### src/rtl/wb_burst_master.sv
// Wishbone B3 classic-cycle burst initiator: one read or write burst of 1..2**BLW beats at a time.
// Define WB_TIMEOUT_EN to abort a burst whose strobe goes unacknowledged for TIMEOUT cycles.
module wb_burst_master #(
   parameter int AW      = 26,
   parameter int DW      = 32,
   parameter int BLW     = 4,
   parameter int TIMEOUT = 255
) (
   input  logic              wb_clk_i,
   input  logic              wb_rst_i,
   input  logic              req_valid,
   output logic              req_ready,
   input  logic              req_we,
   input  logic [AW-1:0]     req_addr,
   input  logic [BLW-1:0]    req_len,
   input  logic [DW/8-1:0]   req_sel,
   input  logic [DW-1:0]     wr_data,
   input  logic              wr_valid,
   output logic              wr_ready,
   output logic [DW-1:0]     rd_data,
   output logic              rd_valid,
   output logic              done,
   output logic              err,
   output logic              wb_cyc_o,
   output logic              wb_stb_o,
   output logic              wb_we_o,
   output logic [AW-1:0]     wb_adr_o,
   output logic [DW-1:0]     wb_dat_o,
   output logic [DW/8-1:0]   wb_sel_o,
   input  logic [DW-1:0]     wb_dat_i,
   input  logic              wb_ack_i,
   input  logic              wb_err_i
);
   localparam int SW = DW / 8;

   typedef enum logic {IDLE, XFER} state_e;

   state_e          state_q, state_d;
   logic            we_q, we_d, cyc_q, cyc_d, stb_q, stb_d;
   logic            rvld_q, rvld_d, done_q, done_d, err_q, err_d;
   logic [AW-1:0]   adr_q, adr_d;
   logic [SW-1:0]   sel_q, sel_d;
   logic [BLW-1:0]  cnt_q, cnt_d;
   logic [DW-1:0]   dat_q, dat_d, rdat_q, rdat_d;
   logic            ack_ok, err_hit, to_hit, last_beat, wr_load;

   // A simultaneous wb_err_i overrides wb_ack_i, and neither counts without our strobe.
   assign ack_ok    = stb_q & wb_ack_i & ~wb_err_i;
   assign last_beat = (cnt_q == '0);
   assign err_hit   = stb_q & (wb_err_i | to_hit);

`ifdef WB_TIMEOUT_EN
   localparam int TW = $clog2(TIMEOUT + 1);
   logic [TW-1:0] to_q, to_d;

   assign to_hit = stb_q & ~wb_ack_i & ~wb_err_i & (to_q == TW'(TIMEOUT - 1));

   always_comb begin
      to_d = to_q;
      if (state_q == IDLE || wb_ack_i || wb_err_i) to_d = '0;
      else if (stb_q)                              to_d = to_q + 1'b1;
   end

   always_ff @(posedge wb_clk_i or posedge wb_rst_i) begin
      if (wb_rst_i) to_q <= '0;
      else          to_q <= to_d;
   end
`else
   assign to_hit = 1'b0;
`endif

   // The done cycle keeps req_ready low, which guarantees a bus-idle gap between bursts.
   assign req_ready = (state_q == IDLE) & ~done_q & ~wb_rst_i;
   assign wr_ready  = (state_q == XFER) & we_q & (~stb_q | (ack_ok & ~last_beat));
   assign wr_load   = wr_valid & wr_ready;

   always_comb begin
      // NOTE: every variable gets its hold value first so no path through the case infers a latch.
      state_d = state_q;
      we_d    = we_q;
      adr_d   = adr_q;
      sel_d   = sel_q;
      cnt_d   = cnt_q;
      cyc_d   = cyc_q;
      stb_d   = stb_q;
      dat_d   = dat_q;
      rdat_d  = rdat_q;
      rvld_d  = 1'b0;
      done_d  = 1'b0;
      err_d   = 1'b0;
      case (state_q)
         IDLE: begin
            if (req_valid && req_ready) begin
               state_d = XFER;
               we_d    = req_we;
               adr_d   = req_addr;
               sel_d   = req_sel;
               cnt_d   = req_len;
               cyc_d   = 1'b1;
               stb_d   = ~req_we;
            end
         end
         XFER: begin
            if (err_hit) begin
               state_d = IDLE;
               cyc_d   = 1'b0;
               stb_d   = 1'b0;
               done_d  = 1'b1;
               err_d   = 1'b1;
            end else if (ack_ok && last_beat) begin
               state_d = IDLE;
               cyc_d   = 1'b0;
               stb_d   = 1'b0;
               done_d  = 1'b1;
               rvld_d  = ~we_q;
               if (!we_q) rdat_d = wb_dat_i;
            end else begin
               if (ack_ok) begin
                  adr_d  = adr_q + AW'(SW);
                  cnt_d  = cnt_q - 1'b1;
                  rvld_d = ~we_q;
                  if (!we_q) rdat_d = wb_dat_i;
               end
               // Writes insert a wait state (stb low, cyc high) when no beat is ready.
               if (we_q) begin
                  if (wr_load) begin
                     dat_d = wr_data;
                     stb_d = 1'b1;
                  end else if (ack_ok) begin
                     stb_d = 1'b0;
                  end
               end
            end
         end
         default: state_d = IDLE;
      endcase
   end

   // NOTE: state uses non-blocking assignments so all registers update from the same pre-edge values.
   always_ff @(posedge wb_clk_i or posedge wb_rst_i) begin
      if (wb_rst_i) begin
         state_q <= IDLE;
         we_q    <= 1'b0;
         adr_q   <= '0;
         sel_q   <= '0;
         cnt_q   <= '0;
         cyc_q   <= 1'b0;
         stb_q   <= 1'b0;
         dat_q   <= '0;
         rdat_q  <= '0;
         rvld_q  <= 1'b0;
         done_q  <= 1'b0;
         err_q   <= 1'b0;
      end else begin
         state_q <= state_d;
         we_q    <= we_d;
         adr_q   <= adr_d;
         sel_q   <= sel_d;
         cnt_q   <= cnt_d;
         cyc_q   <= cyc_d;
         stb_q   <= stb_d;
         dat_q   <= dat_d;
         rdat_q  <= rdat_d;
         rvld_q  <= rvld_d;
         done_q  <= done_d;
         err_q   <= err_d;
      end
   end

   assign wb_cyc_o = cyc_q;
   assign wb_stb_o = stb_q;
   assign wb_we_o  = we_q;
   assign wb_adr_o = adr_q;
   assign wb_dat_o = dat_q;
   assign wb_sel_o = sel_q;
   assign rd_data  = rdat_q;
   assign rd_valid = rvld_q;
   assign done     = done_q;
   assign err      = err_q;
endmodule

### config.mk
export PLATFORM = sky130hd
export DESIGN_NAME = wb_burst_master
export DESIGN_NICKNAME = d
export VERILOG_FILES = /design/src/rtl/wb_burst_master.sv
export SDC_FILE = /design/constraint.sdc
export NUM_CORES = 1
export LEC_CHECK = 0
export ABC_AREA = 1
export BUFFER_PORTS_ARGS = -buffer_cell sky130_fd_sc_hd__clkbuf_2
export CAP_MARGIN = 20
export CORE_UTILIZATION = 50
export DETAILED_ROUTE_END_ITERATION = 10
export GPL_ROUTABILITY_DRIVEN = 0
export PLACE_DENSITY = 0.84
export SETUP_SLACK_MARGIN = 0.4
export SLEW_MARGIN = 20
export SYNTH_ARGS = -nofsm -noshare
export SYNTH_HDL_FRONTEND = slang
export SYNTH_SLANG_ARGS = --single-unit
### constraint.sdc
create_clock -name wb_clk_i -period 7.34 [get_ports wb_clk_i]
set_clock_uncertainty 0.2 [all_clocks]
set_input_delay 0.367 -clock wb_clk_i [delete_from_list [all_inputs] [get_ports wb_clk_i]]
set_output_delay 0.367 -clock wb_clk_i [all_outputs]
set_load 0.03 [all_outputs]
==> results by group <==
Power
  • IR drop worst, VDD: 107 uV
  • Power density of the placed cells: 151 nW/um^2
  • PnR Total Power: 0.00102 W
  • Lkg Pwr: 3.86 nW

Worst setup path
  • Startpoint types: flop
  • WP data arrival: 3.20 ns
  • R2R cell count: 6
  • Critical Path Max Stage Delay: 0.77 ns
  • Setup crit end kind: flop
  • Worst EP required: 7.39 ns
  • CP max stage cell: nand2_1
  • Reg-to-reg setup timing slack: 4.19 ns
  • CP most frequent cell: nand2_1
  • CP Cell Sequence: inv_1 > nor2_1 > nand2_1 > inv_1 > nand2_1 > nand2_1
  • Crit path kind: flop to flop
  • Max Fanout on Critical Path: 33

Clock tree
  • CTS tree: built
  • Post-CTS Setup Inserts: 0
  • Clk sink count: 105
  • CTS buffer count: 9
  • H-tree level count: 3
  • Clock-pin slew of the registers on the worst-case setup and hold paths: 0.10 ns
  • CTS Buffer Depth: 2
  • # hold bufs at CTS: 26
  • Count of cells resized by post-cts repair: 0
  • Worst-Skew Late Latency: 0.36 ns
  • Root buffer cell: clkbuf_8

Detailed routing
  • # DRC: 0
  • WL/cell: 14.0 microns
  • Iteration-0 DRC Markers: 374
  • Routed wire length: 14600 microns
  • Via-to-Cell Ratio: 4.97
  • DR vias: 5176
  • First-pass DRT Iterations: 5
  • ANT nets after route: 0

Synth
  • Sequential fraction of the synthesis area: 0.497
  • Synth Instances: 683
  • Warnings from Yosys: 0
  • FF+latch count, synth: 105
  • Mapped Nets: 790
  • Area contributors post-synth: dfrtp_1, nand2_1, nand3_1
  • Share of the synthesized area in the top cell type: 0.497
  • Syn Area/Cell: 7.74 sq um
  • Cell area after synthesis: 5290 sq um
  • Yosys top cell by area: dfrtp_1
  • Synth cell types: 32

STA
  • Fmax: 318 MHz
  • Min Tclk post-route: 3.15 ns
  • Final Max Tran Viols: 0
  • Rel. slew slack: 0.314
  • Hold WS: -0.00407 ns
  • RSZ-0062 raised after global routing: false
  • Final Hold Viols: 1
  • Measured slew at the worst slew-check pin: 1.03 ns
  • Setup TNS: 0 ns
  • Setup violators final: 0
  • Final Cycle Share: 0.429

Floorplanning
  • Core box area: 10300 sq um
  • Chip Width: 105 microns
  • Io pins: 207
  • FP Rows: 37
  • DIE AREA: 11000 sq um
  • Die Y: 105 microns
  • Initial Util: 0.514

Global routing
  • Initial antenna violation count: 0
  • Remaining global-route overflow: 0
  • GRT Util Overall: 0.273
  • Vias in the first global route: 5032
  • Pin count of the biggest net entering global routing: 72
  • First-pass GRT wire length: 23900 microns

Cells and area
  • Finished Cell Area: 6740 sq um
  • Commonest non-fill, non-tap cell in the layout: nand2_1
  • N_diodes: 0
  • Layout area overhead: 27.4%
  • Final nets: 1007
  • Most frequent cells in the layout: nand2_1, clkbuf_2, dfrtp_1, nand3_1, nor2_1
  • Share of cells above drive strength 1: 0.302
  • FILL cells: 872
  • Non-Filler Instances: 1041

Min path
  • Hold path cells: 3
  • Path type of the worst min-delay path: input pin to flop

Place
  • Post-DP Area: 6300 sq um
  • Dpl cells: 999
  • Dpl hpwl: 9930 microns
  • IO buf count: 206

Run
  • Maxcap violations: 0

Run status
  • Outcome: complete, but fails checks
  • Failing checks: hold timing
[kinds of logic (layout without fill, tap and decap cells)]
family | Yosys count | count (layout) | share of synthesized area
and+or+nand+nor | 465 | 465 | 0.370
xor gates and xnor gates | 2 | 2 | 0.00331
DFF | 105 | 105 | 0.497
buffers and inverters | 70 | 292 | 0.0691
AOI/OAI and AO/OA | 32 | 32 | 0.0407
muxes | 7 | 7 | 0.0149
adders and majority gates | 2 | 2 | 0.00473
[cell type report]
cell class,instances,area (sq um),area share
clock inverter,5,41.3,0.00613
multi-input combinational,508,2290,0.341
tap,136,170,0.0253
inverter,42,166,0.0247
timing repair buffer,234,1310,0.194
clock buffer,11,131,0.0195
sequential,105,2630,0.390
[through the flow]
stage / utilization / setup WS, ns / hold WS, ns
2_1_floorplan: - / 3.42 / 0.277
3_3_place_gp: 0.613 / 4.27 / 0.236
3_5_place_dp: 0.613 / 4.24 / 0.235
4_1_cts: 0.656 / 4.22 / 0.000345
5_1_grt: 0.656 / 3.79 / 0.00128
6_report: 0.656 / 4.19 / -0.00407
[critical path: cells and delay by family, from the launching register on]
| kind | cells | cell delay, ns |
|---|---|---|
| DFF | 1 | 0.38 |
| and+or+nand+nor | 4 | 1.19 |
| buffers and inverters | 2 | 1.26 |
[final timing paths]
kind	start	to
worst max-delay path	state_q	rd_data[16]
worst min-delay path	wb_dat_i[11]	rd_data[11]
worst max register to register	state_q	rd_data[16]
worst min register to register	wb_dat_o[8]	wb_dat_o[8]
max in group asynchronous	wb_rst_i	rd_data[18]
min in group asynchronous	wb_rst_i	wb_dat_o[16]
[per-layer routing]
layer	up-vias	routed length [microns]	track usage
met4	0	263	0.0805
met1	2395	6060	0.339
met5	-	0	0
li1	2559	-	-
met2	201	7330	0.475
met3	21	957	0.0611
[cells in the mapped netlist]
master / n
buf_2: 4
nor2_4: 2
nand2_8: 1
mux2_2: 7
buf_4: 4
xor2_1: 2
nand2_4: 1
o21ai_2: 11
o31ai_1: 1
nand2_2: 9
nand3_4: 1
dfrtp_1: 105
inv_1: 39
nand2_1: 314
buf_1: 1
a21oi_1: 2
o21ai_0: 17
nor2_2: 13
clkbuf_1: 11
nand3_1: 64
nor2_1: 51
a21oi_4: 1
buf_6: 5
inv_2: 1
buf_8: 2
ha_1: 2
nor3_1: 1
nand3_2: 1
inv_6: 1
nand4_1: 7
clkinv_2: 1
buf_12: 1
[report_power, final]
part / internal (W) / total [W] / switching (W)
sequential: 0.000587 / 0.000592 / 0.00000529
clock: 0.000127 / 0.000332 / 0.000205
combinational: 0.0000386 / 0.0000909 / 0.0000523
total: 0.000753 / 0.00102 / 0.000262
[sequential cells by signal (all words and copies together), names as in the netlist]
register / flops
rd_data: 32
wb_dat_o: 32
wb_adr_o: 26
cnt_q: 4
wb_sel_o: 4
done: 1
err: 1
rd_valid: 1
state_q: 1
wb_cyc_o: 1
wb_stb_o: 1
wb_we_o: 1
(Power assumes the default switching activity.)
